--- src/rtl/prog_loader_pkg.sv ---
// Shared types and header-field constants for the program/data loader.
package prog_loader_pkg;

    typedef enum logic [1:0] {
        HDR  = 2'd0,
        DATA = 2'd1,
        CSUM = 2'd2,
        RUN  = 2'd3
    } state_e;

    localparam int TGT_BIT = 31;
    localparam int GO_BIT  = 30;
    localparam int CNT_HI  = 23;
    localparam int CNT_LO  = 8;
    localparam int CNT_W   = CNT_HI - CNT_LO + 1;

    localparam logic MEM_SEL_IMEM = 1'b0;
    localparam logic MEM_SEL_DMEM = 1'b1;

    function automatic logic [CNT_W-1:0] sat_inc(input logic [CNT_W-1:0] v);
        if (v == {CNT_W{1'b1}}) begin
            return v;
        end else begin
            return v + CNT_W'(1);
        end
    endfunction

endpackage

--- src/rtl/prog_loader_if.sv ---
// Stream-in handshake and shared memory write port of the loader.
interface prog_loader_if #(
    parameter int ADDR_W = 8,
    parameter int DATA_W = 32
);
    logic              in_valid;
    logic [DATA_W-1:0] in_data;
    logic              in_ready;
    logic              mem_we;
    logic              mem_sel;
    logic [ADDR_W-1:0] mem_addr;
    logic [DATA_W-1:0] mem_wdata;

    modport master (
        output in_valid, in_data,
        input  in_ready, mem_we, mem_sel, mem_addr, mem_wdata
    );

    modport slave (
        input  in_valid, in_data,
        output in_ready, mem_we, mem_sel, mem_addr, mem_wdata
    );
endinterface

--- src/rtl/prog_loader.sv ---
// Framed stream loader into IMem/DMem; holds the CPU in reset until a go frame lands.
// Optional trailer checksum check: define PROG_LOADER_CHECKSUM_EN.
module prog_loader
    import prog_loader_pkg::*;
#(
    parameter int ADDR_W = 8,
    parameter int DATA_W = 32
) (
    input  logic             clock,
    input  logic             reset,
    prog_loader_if.slave     bus,
    output logic             cpu_hold,
    output logic             load_error,
    output logic [CNT_W-1:0] words_loaded
);

    state_e            state_r;
    logic              in_ready_r;
    logic              mem_we_r;
    logic              mem_sel_r;
    logic [ADDR_W-1:0] mem_addr_r;
    logic [DATA_W-1:0] mem_wdata_r;
    logic              tgt_r;
    logic              go_r;
    logic [ADDR_W-1:0] addr_r;
    logic [CNT_W-1:0]  remain_r;
    logic [CNT_W-1:0]  words_r;
    logic              release_r;
    logic              cpu_hold_r;
`ifdef PROG_LOADER_CHECKSUM_EN
    logic [DATA_W-1:0] sum_r;
    logic              err_r;
`endif

    logic              accept_s;
    logic [DATA_W-1:0] word_s;
    logic [CNT_W-1:0]  hdr_cnt_s;

    assign word_s    = bus.in_data;
    assign accept_s  = bus.in_valid && in_ready_r;
    assign hdr_cnt_s = word_s[CNT_HI:CNT_LO];

    // Frame FSM, registered write port, and two-stage CPU release
    always_ff @(posedge clock or negedge reset) begin
        if (!reset) begin
            state_r     <= HDR;
            in_ready_r  <= 1'b0;
            mem_we_r    <= 1'b0;
            mem_sel_r   <= MEM_SEL_IMEM;
            mem_addr_r  <= '0;
            mem_wdata_r <= '0;
            tgt_r       <= 1'b0;
            go_r        <= 1'b0;
            addr_r      <= '0;
            remain_r    <= '0;
            words_r     <= '0;
            release_r   <= 1'b0;
            cpu_hold_r  <= 1'b1;
`ifdef PROG_LOADER_CHECKSUM_EN
            sum_r       <= '0;
            err_r       <= 1'b0;
`endif
        end else begin
            mem_we_r   <= 1'b0;
            in_ready_r <= (state_r != RUN);
            // release lags RUN entry so the final write lands before the CPU runs
            release_r  <= (state_r == RUN);
            cpu_hold_r <= !release_r;
            case (state_r)
                HDR: begin
                    if (accept_s) begin
                        tgt_r    <= word_s[TGT_BIT];
                        go_r     <= word_s[GO_BIT];
                        addr_r   <= word_s[ADDR_W-1:0];
                        remain_r <= hdr_cnt_s;
                        words_r  <= '0;
`ifdef PROG_LOADER_CHECKSUM_EN
                        sum_r    <= '0;
`endif
                        if (hdr_cnt_s != '0) begin
                            state_r <= DATA;
                        end else begin
`ifdef PROG_LOADER_CHECKSUM_EN
                            state_r <= CSUM;
`else
                            if (word_s[GO_BIT]) begin
                                state_r    <= RUN;
                                in_ready_r <= 1'b0;
                            end else begin
                                state_r <= HDR;
                            end
`endif
                        end
                    end else begin
                        state_r <= HDR;
                    end
                end
                DATA: begin
                    if (accept_s) begin
                        mem_we_r    <= 1'b1;
                        mem_sel_r   <= tgt_r ? MEM_SEL_DMEM : MEM_SEL_IMEM;
                        mem_addr_r  <= addr_r;
                        mem_wdata_r <= word_s;
                        addr_r      <= addr_r + ADDR_W'(1);
                        words_r     <= sat_inc(words_r);
                        remain_r    <= remain_r - CNT_W'(1);
`ifdef PROG_LOADER_CHECKSUM_EN
                        sum_r       <= sum_r + word_s;
`endif
                        if (remain_r == CNT_W'(1)) begin
`ifdef PROG_LOADER_CHECKSUM_EN
                            state_r <= CSUM;
`else
                            if (go_r) begin
                                state_r    <= RUN;
                                in_ready_r <= 1'b0;
                            end else begin
                                state_r <= HDR;
                            end
`endif
                        end else begin
                            state_r <= DATA;
                        end
                    end else begin
                        state_r <= DATA;
                    end
                end
`ifdef PROG_LOADER_CHECKSUM_EN
                CSUM: begin
                    if (accept_s) begin
                        if (word_s == sum_r) begin
                            if (go_r) begin
                                state_r    <= RUN;
                                in_ready_r <= 1'b0;
                            end else begin
                                state_r <= HDR;
                            end
                        end else begin
                            err_r   <= 1'b1;
                            state_r <= HDR;
                        end
                    end else begin
                        state_r <= CSUM;
                    end
                end
`endif
                RUN: begin
                    state_r    <= RUN;
                    in_ready_r <= 1'b0;
                end
                default: begin
                    state_r <= HDR;
                end
            endcase
        end
    end

    assign bus.in_ready  = in_ready_r;
    assign bus.mem_we    = mem_we_r;
    assign bus.mem_sel   = mem_sel_r;
    assign bus.mem_addr  = mem_addr_r;
    assign bus.mem_wdata = mem_wdata_r;
    assign cpu_hold      = cpu_hold_r;
    assign words_loaded  = words_r;
`ifdef PROG_LOADER_CHECKSUM_EN
    assign load_error    = err_r;
`else
    assign load_error    = 1'b0;
`endif

endmodule

--- src/flat_wrapper.sv ---
// flat-port wrapper written by rule: the top's interface ports become plain ports
module prog_loader_flat import prog_loader_pkg::*;
#(
    parameter int ADDR_W = 8,
    parameter int DATA_W = 32
)
  (clock, reset, cpu_hold, load_error, words_loaded, bus_in_valid, bus_in_data, bus_in_ready, bus_mem_we, bus_mem_sel, bus_mem_addr, bus_mem_wdata);
  prog_loader_if #(.ADDR_W(ADDR_W), .DATA_W(DATA_W)) bus_i ();
  input  logic clock;
  input  logic reset;
  output logic cpu_hold;
  output logic load_error;
  output logic [CNT_W-1:0] words_loaded;
  input wire logic [$bits(bus_i.in_valid)-1:0] bus_in_valid;
  input wire logic [$bits(bus_i.in_data)-1:0] bus_in_data;
  output wire logic [$bits(bus_i.in_ready)-1:0] bus_in_ready;
  output wire logic [$bits(bus_i.mem_we)-1:0] bus_mem_we;
  output wire logic [$bits(bus_i.mem_sel)-1:0] bus_mem_sel;
  output wire logic [$bits(bus_i.mem_addr)-1:0] bus_mem_addr;
  output wire logic [$bits(bus_i.mem_wdata)-1:0] bus_mem_wdata;
  assign bus_i.in_valid = bus_in_valid;
  assign bus_i.in_data = bus_in_data;
  assign bus_in_ready = bus_i.in_ready;
  assign bus_mem_we = bus_i.mem_we;
  assign bus_mem_sel = bus_i.mem_sel;
  assign bus_mem_addr = bus_i.mem_addr;
  assign bus_mem_wdata = bus_i.mem_wdata;
  prog_loader #(.ADDR_W(ADDR_W), .DATA_W(DATA_W)) u_core (.clock(clock), .reset(reset), .bus(bus_i), .cpu_hold(cpu_hold), .load_error(load_error), .words_loaded(words_loaded));
endmodule
--- config.mk ---
export PLATFORM = sky130hd
export DESIGN_NAME = prog_loader_flat
export DESIGN_NICKNAME = d
export VERILOG_FILES = /design/src/rtl/prog_loader_pkg.sv /design/src/rtl/prog_loader_if.sv /design/src/rtl/prog_loader.sv /design/src/flat_wrapper.sv
export SDC_FILE = /design/constraint.sdc
export NUM_CORES = 1
export LEC_CHECK = 0
export CAP_MARGIN = 20
export CORE_ASPECT_RATIO = 0.9
export CORE_MARGIN = 2
export CORE_UTILIZATION = 56
export CTS_BUF_LIST = sky130_fd_sc_hd__clkbuf_8
export DETAILED_ROUTE_END_ITERATION = 12
export PLACE_DENSITY = 0.94
export SYNTH_ARGS = -nofsm -noshare
export SYNTH_HDL_FRONTEND = slang
export SYNTH_SLANG_ARGS = --single-unit
--- constraint.sdc ---
create_clock -name clock -period 4.98 [get_ports clock]
set_input_delay 0.747 -clock clock [delete_from_list [all_inputs] [get_ports clock]]
set_output_delay 0.747 -clock clock [all_outputs]
set_load 0.01 [all_outputs]
==> summary.txt <==
Drt
  – Total Wirelength: 10200 um
  – Via count: around 3500
  – Via density: between 6 and 7
  – Max Used Layer: met4
  – TritonRoute pass-1 iters: 6
  – Met3 routed WL: approximately 730 um
  – Wire per inst: ~18 um
  – WL met2: ~5000 um
  – Final ANT Viol Nets: 0
  – DR DRC count: 0
  – Initial detailed-routing violation count: ~340
  – Met1 Wirelength: approximately 4200 um

Floorplanning
  – Die area: a little over 8000 um^2
  – Die H: ~86 um
  – Core area: 7150 um^2
  – Num rows: 29
  – Die X: around 95 um
  – Boundary Pins: 96
  – Initial Utilization: between 50% and 60%

CTS
  – Hold_buf cts: 0
  – Total setup buffers inserted after CTS: 0
  – Root Driver: clkbuf_8
  – Clk sinks: 89
  – CTS tree: built
  – CTS buffer count: 9
  – Worst-skew pair later-pin latency: 350 ps
  – CTS resizes: 0
  – Clk slew on worst S/H paths: around 80 ps
  – Clk buf depth: 2
  – # H-tree levels: 3

Yosys
  – Largest family of logic cells by synthesized area: simple AND/OR/NAND/NOR gates
  – Post-synthesis mux area share: between 10% and 20%
  – XOR/XNOR share of the synthesized area: 1.05%
  – Largest area contributor in the netlist: dfrtp_1
  – Cell area after synthesis: between 4000 and 5000 um^2
  – Simple-gate share of the synthesized area: between 10% and 20%
  – Async SR Flop Fraction: 100%
  – Register area share after synthesis: a little over half
  – Syn Nets: around 430
  – Top-area cell type share of the netlist area: between 50% and 60%
  – Synthesized instance count: 389
  – Most frequent cell after synthesis: dfrtp_1
  – Adder-Cell Fraction of Synth Area: approximately 1.2%
  – Syn Area/Cell: 10.8 um^2
  – Commonest cells post-synth: 88 x dfrtp_1, 39 x mux2_2, 35 x nand2_1
  – Synth Area in Compound Gates: a little over an eighth
  – Yosys reg bits: between 80 and 90
  – EDFF count, synth: 0
  – Warnings, synthesis: 0
  – Main flop type after synthesis: dfrtp_1
  – Top post-synthesis cells by area: dfrtp_1 53%, mux2_2 10%, a21oi_1 3.5%
  – Distinct cell type count after synthesis: 55

Finish
  – Fillcell total: 470
  – Nets: between 500 and 600
  – Diodes inserted: 0
  – Area Overhead vs Synth: 29.1%
  – Layout cells sized above 1: 13.7%

Setup path
  – CP Capture Point: u_core.bus.mem_wdata[0]
  – WP data arrival: 3660 ps
  – Critical path startpoint category: flip-flop
  – CP startpoint: u_core.state_r[0]
  – R2R cell count: 5
  – R2R setup slack: 1560 ps
  – Max FO, Critical Path: 43
  – Worst Path Required: between 5000 and 6000 ps
  – Crit path kind: flip-flop to flip-flop
  – CP endpoint kind: flip-flop
  – Worst R2R End: u_core.bus.mem_wdata[0]
  – R2r startpoint: u_core.state_r[0]

Power
  – LEAKAGE: 2.25 nW
  – Total power: ~0.0023 W
  – Peak VDD IR: 0.218 mV
  – Int Pwr: about 0.0015 W
  – PD cells: around 420 nW/um^2
  – Sw Share: between 30% and 40%
  – Net Sw Power: a little over 0.0007 W
  – Gate power share: 29.2%
  – Clk pwr share: approximately a quarter
  – Seq pwr share: between 40% and 50%

Timing
  – Post-route setup TNS: 0 ps
  – Final Hold Viols: 0
  – Final setup vio count: 0
  – Setup Skew: between 6 and 7 ps
  – Slew HR: between 30% and 40%
  – Setup ws final: ~1600 ps
  – Fmax achieved: approximately 300 MHz
  – Worst-Margin Slew: roughly 1000 ps
  – Pins over their slew limit: 0
  – RSZ-0062 raised after global routing: no
  – Final min period: roughly 3400 ps
  – Final period util: 68.7%

Place
  – Port bufs: between 90 and 100
  – Post-Place Setup Slack: approximately 1700 ps
  – DPL Wire Length: around 7000 um
  – Gpl congestion: just under 0.9

Global routing
  – Total grt overflow: 0
  – Global Route Usage Sum: roughly 26%
  – Vias in the first global route: roughly 3600
  – First-pass GRT wire length: ~17000 um
  – Largest net degree at the start of global routing: 90
  – Initial antenna violation count: 0

Worst hold path
  – Hold Path Class: input pin to asynchronous set/reset pin

Run
  – Max-cap violations: 0

Outcome
  – Outcome: completed
## worst min-delay path by stage
stage / startpoint / to / slack [ps] / cells past startpoint
2_1_floorplan: u_core.release_r / u_core.cpu_hold / 340 / 1
3_3_place_gp: u_core.release_r / u_core.cpu_hold / 340 / 1
3_5_place_dp: u_core.release_r / u_core.cpu_hold / 370 / 1
4_1_cts: u_core.release_r / u_core.cpu_hold / 380 / 1
5_1_grt: reset / u_core.bus.mem_wdata[0] / 280 / 1
6_report: reset / u_core.words_loaded[4] / 280 / 1
## cell usage in the layout, fill, tap and decap left out, types with 3 or more instances in the layout
cell	Yosys	final
clkdlybuf4s50_1	0	93
dfrtp_1	88	88
mux2_2	39	39
nand2_1	35	35
a21oi_1	29	29
o21ai_0	23	23
nor2_1	23	23
nand3_1	15	15
o22ai_1	12	12
clkbuf_8	0	10
nand4_1	7	7
nor4_1	6	6
or3_1	6	6
mux2i_1	6	6
nor3_1	5	5
inv_1	4	5
and3_1	5	5
a311oi_1	5	5
and2_1	4	4
nand2b_1	4	4
xnor2_1	4	4
ha_1	4	4
or4_1	3	3
and4_1	3	3
a211oi_1	3	3
o32ai_1	3	3
buf_4	1	3
## final cells by class
cell class / instances / area (um^2) / share of cell area, %
inverters: 6 / 22.5 / 0.417
repair buffers: 97 / 981 / 18.2
well taps: 93 / 116 / 2.15
flip-flops and latches: 89 / 2230 / 41.2
clock buffers: 10 / 138 / 2.55
multi-input cells: 275 / 1840 / 34.0
clock inverters: 6 / 82.6 / 1.53
## layer usage
metal	global-route usage, %	vias up
met5	1.92	-
met3	4.83	28
met4	10.4	0
met1	33.5	1727
li1	-	1610
met2	42.8	184
## critical path, cell delays in order (launching register included)
cell	delay, ps
dfrtp_1	1020
inv_2	220
nor2_1	730
nand2_1	200
inv_2	690
mux2_2	420
## cells by family after synthesis
family | count (synthesis)
AND/OR/NAND/NOR | 127
AO/OA/AOI/OAI | 91
flip-flops | 89
multiplexers | 47
buffers and inverters | 25
XOR/XNOR | 5
adder cells (fa/ha/maj) | 4
other | 1
## power by group through the flow
stage	Clock (W)	Combinational [W]	Sequential, W
after detailed placement	0	0.000648	0.00106
after CTS	0.000547	0.000656	0.00105
after global routing	0.000577	0.000719	0.00108
after global placement	0	0.000616	0.00104
final	0.000538	0.000658	0.00106
after floorplan	0	0.000332	0.00106
## through the flow
stage	area (um^2)	hold slack, ps	cells	util (%)
2_1_floorplan	4190	337	389	-
3_3_place_gp	5160	345	559	72.1
4_1_cts	5380	381	575	75.2
6_report	5400	275	576	75.6
5_1_grt	5400	284	576	75.6
3_5_place_dp	5160	370	559	72.1
## state kept, by name, indices dropped and copies added, names as in the netlist, 2 cells and up
register,flops
u_core.bus.mem_wdata,32
u_core.remain_r,16
u_core.words_loaded,16
u_core.addr_r,8
u_core.bus.mem_addr,8
u_core.state_r,2
(Power assumes the default switching activity.)
